==> config.mk <==
export PLATFORM = sky130hd
export DESIGN_NAME = mem_access_unit
export DESIGN_NICKNAME = d
export VERILOG_FILES = /design/src/rtl/mem_access_unit.sv
export SDC_FILE = /design/constraint.sdc
export NUM_CORES = 1
export LEC_CHECK = 0
export CAP_MARGIN = 20
export CORE_AREA = 4 4 125 127
export DETAILED_ROUTE_END_ITERATION = 8
export DIE_AREA = 0 0 129 131
export PLACE_DENSITY = 0.8
export SYNTH_ARGS = -nofsm -noshare
export SYNTH_HDL_FRONTEND = slang
export SYNTH_SLANG_ARGS = --single-unit
==> constraint.sdc <==
create_clock -name clk -period 5.6 [get_ports clk]
set_input_delay 1.4 -clock clk [delete_from_list [all_inputs] [get_ports clk]]
set_output_delay 1.4 -clock clk [all_outputs]
set_load 0.02 [all_outputs]
==> src/rtl/mem_access_unit.sv <==
// Multicycle load/store sequencer in front of a byte-addressed word memory.
// One request at a time; sub-word stores use read-modify-write.
module mem_access_unit #(
  parameter int MEM_BYTES = 65536
) (
  input  logic        clk,
  input  logic        rst,
  input  logic        req,
  input  logic        wr,
  input  logic [1:0]  size,
  input  logic        sext,
  input  logic [31:0] addr,
  input  logic [31:0] wdata,
  output logic [31:0] rdata,
  output logic        ready,
  output logic        busy,
  output logic        fault,
  output logic [31:0] mem_adr,
  output logic [31:0] mem_d_in,
  output logic        mem_mrd,
  output logic        mem_mwr,
  input  logic [31:0] mem_d_out
);

  localparam logic [31:0] LAST_ADR = 32'(MEM_BYTES - 4);

  typedef enum logic [2:0] {
    S_IDLE, S_RD, S_WR, S_RMW_RD, S_RMW_WR, S_FAULT, S_DONE
  } state_t;

  state_t      r_state, w_next;
  logic        r_wr, r_sext, r_fault;
  logic [1:0]  r_size;
  logic [31:0] r_addr, r_wdata, r_merge, r_rdata;

  logic        w_in_fault;
  logic [31:0] w_aadr, w_sh, w_ext, w_merge;
  logic [1:0]  w_off;

  // Fault is decided from the live inputs so IDLE can branch on it directly.
  assign w_in_fault = (size == 2'b11) ||
                      (size == 2'b01 && addr[0]) ||
                      (size == 2'b10 && addr[1:0] != 2'b00) ||
                      ({addr[31:2], 2'b00} > LAST_ADR);

  assign w_aadr = {r_addr[31:2], 2'b00};
  assign w_off  = r_addr[1:0];
  assign w_sh   = mem_d_out >> {w_off, 3'b000};

  always_comb begin
    case (r_size)
      2'b00:   w_ext = {{24{r_sext & w_sh[7]}}, w_sh[7:0]};
      2'b01:   w_ext = {{16{r_sext & w_sh[15]}}, w_sh[15:0]};
      default: w_ext = mem_d_out;
    endcase
  end

  always_comb begin
    w_merge = r_merge;
    if (r_size == 2'b00)
      w_merge[{w_off, 3'b000} +: 8] = r_wdata[7:0];
    else if (w_off[1])
      w_merge[31:16] = r_wdata[15:0];
    else
      w_merge[15:0] = r_wdata[15:0];
  end

  always_ff @(posedge clk or posedge rst) begin
    if (rst) r_state <= S_IDLE;
    else     r_state <= w_next;
  end

  always_comb begin
    w_next = r_state;
    case (r_state)
      S_IDLE: if (req) begin
        if (w_in_fault)          w_next = S_FAULT;
        else if (!wr)            w_next = S_RD;
        else if (size == 2'b10)  w_next = S_WR;
        else                     w_next = S_RMW_RD;
      end
      S_RD, S_WR, S_RMW_WR, S_FAULT: w_next = S_DONE;
      S_RMW_RD: w_next = S_RMW_WR;
      S_DONE:   w_next = S_IDLE;
      default:  w_next = S_IDLE;
    endcase
  end

  always_ff @(posedge clk or posedge rst) begin
    if (rst) begin
      r_wr    <= 1'b0;
      r_size  <= 2'b00;
      r_sext  <= 1'b0;
      r_addr  <= '0;
      r_wdata <= '0;
      r_fault <= 1'b0;
      r_merge <= '0;
      r_rdata <= '0;
    end else begin
      case (r_state)
        S_IDLE: if (req) begin
          r_wr    <= wr;
          r_size  <= size;
          r_sext  <= sext;
          r_addr  <= addr;
          r_wdata <= wdata;
          r_fault <= w_in_fault;
        end
        S_RD:     r_rdata <= w_ext;
        S_RMW_RD: r_merge <= mem_d_out;
        S_FAULT:  if (!r_wr) r_rdata <= '0;
        default: ;
      endcase
    end
  end

  always_comb begin
    mem_mrd  = 1'b0;
    mem_mwr  = 1'b0;
    mem_adr  = '0;
    mem_d_in = '0;
    case (r_state)
      S_RD, S_RMW_RD: begin
        mem_mrd = 1'b1;
        mem_adr = w_aadr;
      end
      S_WR: begin
        mem_mwr  = 1'b1;
        mem_adr  = w_aadr;
        mem_d_in = r_wdata;
      end
      S_RMW_WR: begin
        mem_mwr  = 1'b1;
        mem_adr  = w_aadr;
        mem_d_in = w_merge;
      end
      default: ;
    endcase
  end

  assign busy  = (r_state != S_IDLE);
  assign ready = (r_state == S_DONE);
  assign fault = ready & r_fault;
  assign rdata = r_rdata;

endmodule

==> results of run 1 <==
==> worst reg2reg max path, cell delays in order (launching register included) <==
cell                      delay (ps)
sky130_fd_sc_hd__dfrtp_1         590
sky130_fd_sc_hd__nor3_2          310
sky130_fd_sc_hd__and2_2          580
sky130_fd_sc_hd__buf_4           620
sky130_fd_sc_hd__mux2_1          420
==> where the power goes <==
group | internal [mW] | switching [mW] | leakage [nW] | total [mW]
Combinational | 1.56 | 1.58 | 2.02 | 3.14
Clock | 0.717 | 0.434 | 0.291 | 1.15
Sequential | 1.44 | 0.454 | 1.65 | 1.90
==> state kept, by name, summed over array words and instances, names as in the netlist <==
name / cells
r_wr: 1
r_fault: 1
r_state: 3
r_size: 2
r_sext: 1
r_addr: 32
rdata: 32
r_wdata: 32
r_merge: 32
==> kinds of logic (layout without fill, tap and decap cells) <==
group | Yosys count | count (layout)
xor+xnor | 1 | 1
mux | 117 | 117
fa+ha+maj | 5 | 5
flops | 136 | 136
simple gates | 121 | 121
compound gates | 144 | 144
other cells | 1 | 2
buf+inv | 45 | 246
==> metrics by stage <==
step                area (um2)  utilization  instances  worst slack (ps)
finish                    9605       0.6659        956             715.4
global route              9605       0.6659        956             478.2
CTS                       9563       0.6630        954             724.1
detailed placement        8950       0.6205        922              1190
global placement          8950       0.6205        922              1273
floorplan                 6867            -        571             560.5
==> per-layer routing <==
metal | up-vias | GRT usage | part of all wire
met4 | 0 | 0.08277 | 0.023
met3 | 36 | 0.07195 | 0.080
met2 | 249 | 0.3780 | 0.48
met5 | - | 0 | 0
li1 | 2520 | - | -
met1 | 2774 | 0.3227 | 0.42
==> cells in the final DEF (no fill, tap or decap), types with 2 or more instances in the layout <==
cell type / instances
sky130_fd_sc_hd__and3b_1: 2
sky130_fd_sc_hd__o21a_1: 2
sky130_fd_sc_hd__and3_1: 8
sky130_fd_sc_hd__a22oi_1: 15
sky130_fd_sc_hd__buf_4: 6
sky130_fd_sc_hd__and2_1: 32
sky130_fd_sc_hd__clkinvlp_4: 3
sky130_fd_sc_hd__nand3b_1: 2
sky130_fd_sc_hd__clkbuf_16: 17
sky130_fd_sc_hd__or2_1: 2
sky130_fd_sc_hd__inv_1: 2
sky130_fd_sc_hd__inv_6: 3
sky130_fd_sc_hd__ha_1: 5
sky130_fd_sc_hd__nor3_2: 2
sky130_fd_sc_hd__o2bb2ai_1: 7
sky130_fd_sc_hd__a21oi_1: 25
sky130_fd_sc_hd__o211ai_1: 7
sky130_fd_sc_hd__nand2_1: 26
sky130_fd_sc_hd__a22o_1: 18
sky130_fd_sc_hd__o21ai_0: 18
sky130_fd_sc_hd__mux2_1: 63
sky130_fd_sc_hd__a21oi_2: 2
sky130_fd_sc_hd__nand2b_1: 10
sky130_fd_sc_hd__a221o_1: 34
sky130_fd_sc_hd__mux2_4: 2
sky130_fd_sc_hd__nor2_1: 16
sky130_fd_sc_hd__mux2_2: 36
sky130_fd_sc_hd__nand3_1: 2
sky130_fd_sc_hd__nor2b_1: 6
sky130_fd_sc_hd__mux2i_1: 15
sky130_fd_sc_hd__clkdlybuf4s50_1: 201
sky130_fd_sc_hd__dfrtp_1: 136
sky130_fd_sc_hd__conb_1: 2
sky130_fd_sc_hd__clkinv_4: 3
sky130_fd_sc_hd__nand4_1: 3
sky130_fd_sc_hd__nor4_1: 4
sky130_fd_sc_hd__bufinv_16: 3
==> worst max-delay path by stage <==
stage / from / to / slack (ps) / cells past startpoint
after CTS: r_addr[0] / mem_d_in[3] / 720 / 7
after global placement: r_addr[0] / mem_d_in[4] / 1270 / 7
final: r_addr[0] / mem_d_in[6] / 720 / 7
after global routing: r_addr[0] / mem_d_in[8] / 480 / 7
after floorplan: rst / r_addr[0] / 560 / 1
after detailed placement: r_addr[0] / mem_d_in[3] / 1190 / 7
==> final cells by class <==
| cell class | instances | share of cell area |
|---|---|---|
| clock buffers | 19 | 0.04611 |
| inverters | 5 | 0.002214 |
| clock inverters | 13 | 0.01772 |
| well taps | 184 | 0.02397 |
| multi-input cells | 390 | 0.3371 |
| repair buffers | 209 | 0.2186 |
| flip-flops and latches | 136 | 0.3543 |
==> impl_metrics.yaml, run 1 <==
status:
  outcome: "finished, final reports clean"
timing:
  holdWs_ps: 477.9
  tightest_pin_transition_ps: 1067
  finalSetupViolations: 0
  period_needed_ps: 4885
  setup_total_negative_slack_ps: 0
  clock.fmax_ghz: 0.2047
  fin_crit_sh: 0.8722
  slew_headroom: 0.2884
  skew_ps: 7.336
  finalHoldViolations: 0
  timing.final.max_slew_violations: 0
  unrepaired_setup_endpoints_after_global_routing: "no"
hold_path:
  hold-path-endpoint: "r_addr[11]"
  worst_hold_path_type: "register to register"
  hold_path_startpoint: "r_addr[11]"
  hold_path_depth: 1
cells_and_area:
  num_antenna_cells: 0
  multi_input_gate_area_in_the_final_layout_mm2: 0.003238
  final_net_count: 867
  layout-drive-gt1-share: 0.1231
  area.sequential_mm2: 0.003403
  fillers: 1065
  syn2layout_area_growth_pct: 39.96
worst_setup_path:
  cp_data_arrival_time_ps: 3480
  register_to_register_setup_slack_ps: 2960
  timing.critical_path.max_delay_family: "buffers and inverters"
  timing.critical_path.slowest_stage_cell: "sky130_fd_sc_hd__dfrtp_1"
  worst_ep_required_time_ps: 4200
  worst_r2r_startpoint: "r_state[1]"
  critical-path-max-stage-delay_ps: 840
  start_kind: "register"
  r2r_end: "r_addr[15]"
  reg2reg_depth: 4
  worstSetupPathType: "register to output pin"
  path_buf_inv: 2
  timing.critical_path.cells: "inv_2 -> ha_1 -> nor2_1 -> a41oi_1 -> o21ai_2 -> a22o_1 -> clkdlybuf4s50_1"
  path_max_fanout: 27
  crit_path_end_kind: "output pin"
clocking:
  cts_post_setup_buffers_inserted: 0
  hold_buffers: 0
  clock_tree.htree_level_count: 4
  clk_pin_slew_ps: 60
  clock_insertion_delay_worst_skew_ps: 420
  max-clock-path-buffers: 2
  cts-resized-gates: 0
  cts_root_buffer: "sky130_fd_sc_hd__clkbuf_16"
  tritoncts: "done"
  cts_buffer_count: 17
  numClockSinks: 136
global_route:
  number_of_global_route_vias_before_repair: 5642
  grt_first_pass_wirelength_um: 31230
  grt-ovfl-total: 0
  grt_use_total: 0.2416
  antenna_violations_before_repair: 0
  grt_start_max_net_pins: 85
placed_design:
  placement.io_buffers: 201
  finalWeightedCongestion: 0.9188
  dp_hpwl_um: 15030
logic_synthesis:
  ys_top_cells_by_area: "sky130_fd_sc_hd__dfrtp_1 (50%), sky130_fd_sc_hd__mux2_1 (10%), sky130_fd_sc_hd__mux2_2 (5.9%)"
  ys_ff_latch: 136
  synth-compound-area-share: 0.1644
  yosys.area.top_type_share: 0.4959
  synth.top_cells.by_count: "sky130_fd_sc_hd__dfrtp_1 (136), sky130_fd_sc_hd__mux2_1 (63), sky130_fd_sc_hd__mux2_2 (36), sky130_fd_sc_hd__a221o_1 (34), sky130_fd_sc_hd__and2_1 (33)"
  syn_inst: 570
  yosys.area_share.xor_xnor: 0.001276
  synth_most_common_cell: "sky130_fd_sc_hd__dfrtp_1"
  post_synth_fa_ha_maj_area_fraction: 0.009116
  synth.area.mux_share: 0.1920
  synth-async-reset-ratio: 1.000
  synth_edf_count: 0
  synth.lib_cells_used.distinct: 60
  yosys_warnings: 0
  dominant_combinational_cell_family_by_area_after_synthesis: "multiplexers"
  syn-mean-instance-area_um2: 12.04
  ys_seq_area_frac: 0.4959
  synth_simple_gate_area_frac: 0.1026
  ys_dominant_reg_cell: "sky130_fd_sc_hd__dfrtp_1"
  synth.largest_area_cell: "sky130_fd_sc_hd__dfrtp_1"
  syn_area_mm2: 0.006863
pwr:
  pwr_density_cell_mw_per_mm2: 644.7
  p_leak_nw: 3.962
  ir_worst_vdd_mv: 0.4515
  p_total_mw: 6.192
drt:
  detailedRoute.firstIterationViolations: 452
  detail_route.vias_per_cell: 5.836
  via_count: 5579
  first_pass_iters: 7
  postRouteWirelength_um: 20240
  postRouteAntennaNets: 0
  average_wire_per_standard_cell_um: 21.17
  drc_viols: 0
floorplan:
  floorplan.initialDensity: 0.4758
  die_h_um: 131
  design.core.area_mm2: 0.01442
  die_width_um: 129
  die_area_mm2: 0.01690
  pin_count: 204
  placementRows: 44
job:
  maxCapViolCount: 0
No activity file was read; power rests on OpenSTA's default activity.
==> run 2, diff against run 1 <==
--- a/config.mk
+++ b/config.mk
@@ -5,7 +5,7 @@
 export SDC_FILE = /design/constraint.sdc
 export NUM_CORES = 1
 export LEC_CHECK = 0
-export CAP_MARGIN = 20
+export CAP_MARGIN = 5
 export CORE_AREA = 4 4 125 127
 export DETAILED_ROUTE_END_ITERATION = 8
 export DIE_AREA = 0 0 129 131
==> run 2 against run 1 <==
  * Clock power about the same
  * Core utilization down 0.30 points
  * Clock skew rose by 1.9 ps
  * Wire length increased by 0.23%
  * Hold slack about the same
  * Combinational power about the same
  * Flip-flop and latch count stayed put
  * First-iteration DRC count decreased by 8.6%
  * Critical endpoint unchanged
  * Critical path depth stayed put
  * Power is 0.50% lower
  * Clock-buffer cell count unchanged
  * Die area unchanged
==> impl_metrics.yaml, run 2 (synthesis results as in run 1) <==
worst_setup_path:
  path_buf_inv: 2
  worst_ep_required_time_ps: 4200
  start_kind: "register"
  cp_data_arrival_time_ps: 3490
  timing.critical_path.cells: "inv_2 -> ha_1 -> nor2_1 -> a41oi_1 -> o21ai_2 -> a22o_1 -> clkdlybuf4s50_1"
  timing.critical_path.max_delay_family: "buffers and inverters"
  r2r_end: "r_addr[15]"
  worst_r2r_startpoint: "r_state[1]"
  crit_path_end_kind: "output pin"
  reg2reg_depth: 4
  path_max_fanout: 27
  critical-path-max-stage-delay_ps: 840
  worstSetupPathType: "register to output pin"
  timing.critical_path.depth: 7
  register_to_register_setup_slack_ps: 2950
  timing.critical_path.slowest_stage_cell: "sky130_fd_sc_hd__dfrtp_1"
timing:
  clock.fmax_ghz: 0.2045
  fin_crit_sh: 0.8731
  period_needed_ps: 4889
  finalHoldViolations: 0
  timing.final.max_slew_violations: 0
  finalSetupViolations: 0
  slew_headroom: 0.2829
  tightest_pin_transition_ps: 1076
  unrepaired_setup_endpoints_after_global_routing: "no"
  setup_total_negative_slack_ps: 0
  skew_ps: 9.266
hold_path:
  hold-path-endpoint: "r_addr[11]"
  worst_hold_path_type: "register to register"
  hold_path_startpoint: "r_addr[11]"
  hold_path_depth: 1
placed_design:
  placedInstanceArea_mm2: 0.008950
  finalWeightedCongestion: 0.9188
  numPlacedInstances: 922
  dp_hpwl_um: 15030
  placement.io_buffers: 201
cells_and_area:
  fillers: 1069
  num_antenna_cells: 0
  layout-drive-gt1-share: 0.1208
  syn2layout_area_growth_pct: 39.34
  final_net_count: 865
  final_common_cell: "sky130_fd_sc_hd__clkdlybuf4s50_1"
  final_design_area_no_fill_mm2: 0.009563
  finalNonFillerCells: 954
  most-common-layout-cells: "sky130_fd_sc_hd__clkdlybuf4s50_1 (201), sky130_fd_sc_hd__dfrtp_1 (136), sky130_fd_sc_hd__mux2_1 (63)"
drt:
  postRouteAntennaNets: 0
  detail_route.vias_per_cell: 5.818
  average_wire_per_standard_cell_um: 21.27
  drc_viols: 0
  detailedRoute.firstIterationViolations: 413
  via_count: 5550
  postRouteWirelength_um: 20290
  first_pass_iters: 6
floorplan:
  die_area_mm2: 0.01690
  die_width_um: 129
  die_h_um: 131
  placementRows: 44
  floorplan.initialDensity: 0.4758
  pin_count: 204
  design.core.area_mm2: 0.01442
global_route:
  global_route.usage.met3: 0.07195
  grt_use_total: 0.2416
  grt-ovfl-total: 0
  global_route.usage.met2: 0.3780
  grt_first_pass_wirelength_um: 31230
  number_of_global_route_vias_before_repair: 5642
  antenna_violations_before_repair: 0
  grt_start_max_net_pins: 85
  grtUsageMet1: 0.3227
  layer_with_the_highest_usage: "met2"
clocking:
  cts-resized-gates: 0
  clk_pin_slew_ps: 60
  cts_root_buffer: "sky130_fd_sc_hd__clkbuf_16"
  numClockSinks: 136
  tritoncts: "done"
  hold_buffers: 0
  cts_buffer_count: 17
  clock_insertion_delay_worst_skew_ps: 420
  clock_tree.htree_level_count: 4
  max-clock-path-buffers: 2
  cts_post_setup_buffers_inserted: 0
pwr:
  pwr_density_cell_mw_per_mm2: 644.3
  p_leak_nw: 3.942
  ir_worst_vdd_mv: 0.4502
status:
  outcome: "finished, final reports clean"
job:
  maxCapViolCount: 0
## run 2: layout make-up
type                    count  area [um2]  share of cell area
flip-flops and latches    136        3403              0.3559
multi-input cells         390        3238              0.3386
repair buffers            207        2057              0.2151
clock buffers              19       442.9             0.04632
well taps                 184       230.2             0.02407
clock inverters            13       170.2             0.01779
inverters                   5       21.27            0.002224
## run 2: worst max path at each step
stage | startpoint | end | slack, ps
after floorplan | rst | r_addr[0] | 560
after global placement | r_addr[0] | mem_d_in[4] | 1270
after detailed placement | r_addr[0] | mem_d_in[3] | 1190
after CTS | r_addr[0] | mem_d_in[3] | 720
after global routing | r_addr[0] | mem_d_in[8] | 480
final | r_addr[0] | mem_d_in[6] | 710
## run 2: through the flow
step           worst slack, ps  hold slack (ps)  utilization  power (mW)
5_1_grt                  479.5            491.6       0.6630       6.491
3_3_place_gp              1273            460.8       0.6205       4.915
4_1_cts                  724.1            480.7       0.6630       6.181
3_5_place_dp              1190            467.0       0.6205       4.991
2_1_floorplan            560.5            448.9            -       3.655
6_report                 710.7            478.0       0.6630       6.161
## run 2: where the power goes
part           switching (mW)  internal, mW
sequential              0.455          1.44
combinational            1.57          1.54
clock                   0.433         0.717
total                    2.46          3.70
## run 2: per-layer routing
metal | share of wire | wire length (um) | up-vias
li1 | - | - | 2506
met1 | 0.42 | 8539 | 2742
met2 | 0.47 | 9589 | 266
met3 | 0.082 | 1671 | 36
met4 | 0.024 | 487 | 0
met5 | 0 | 0 | -
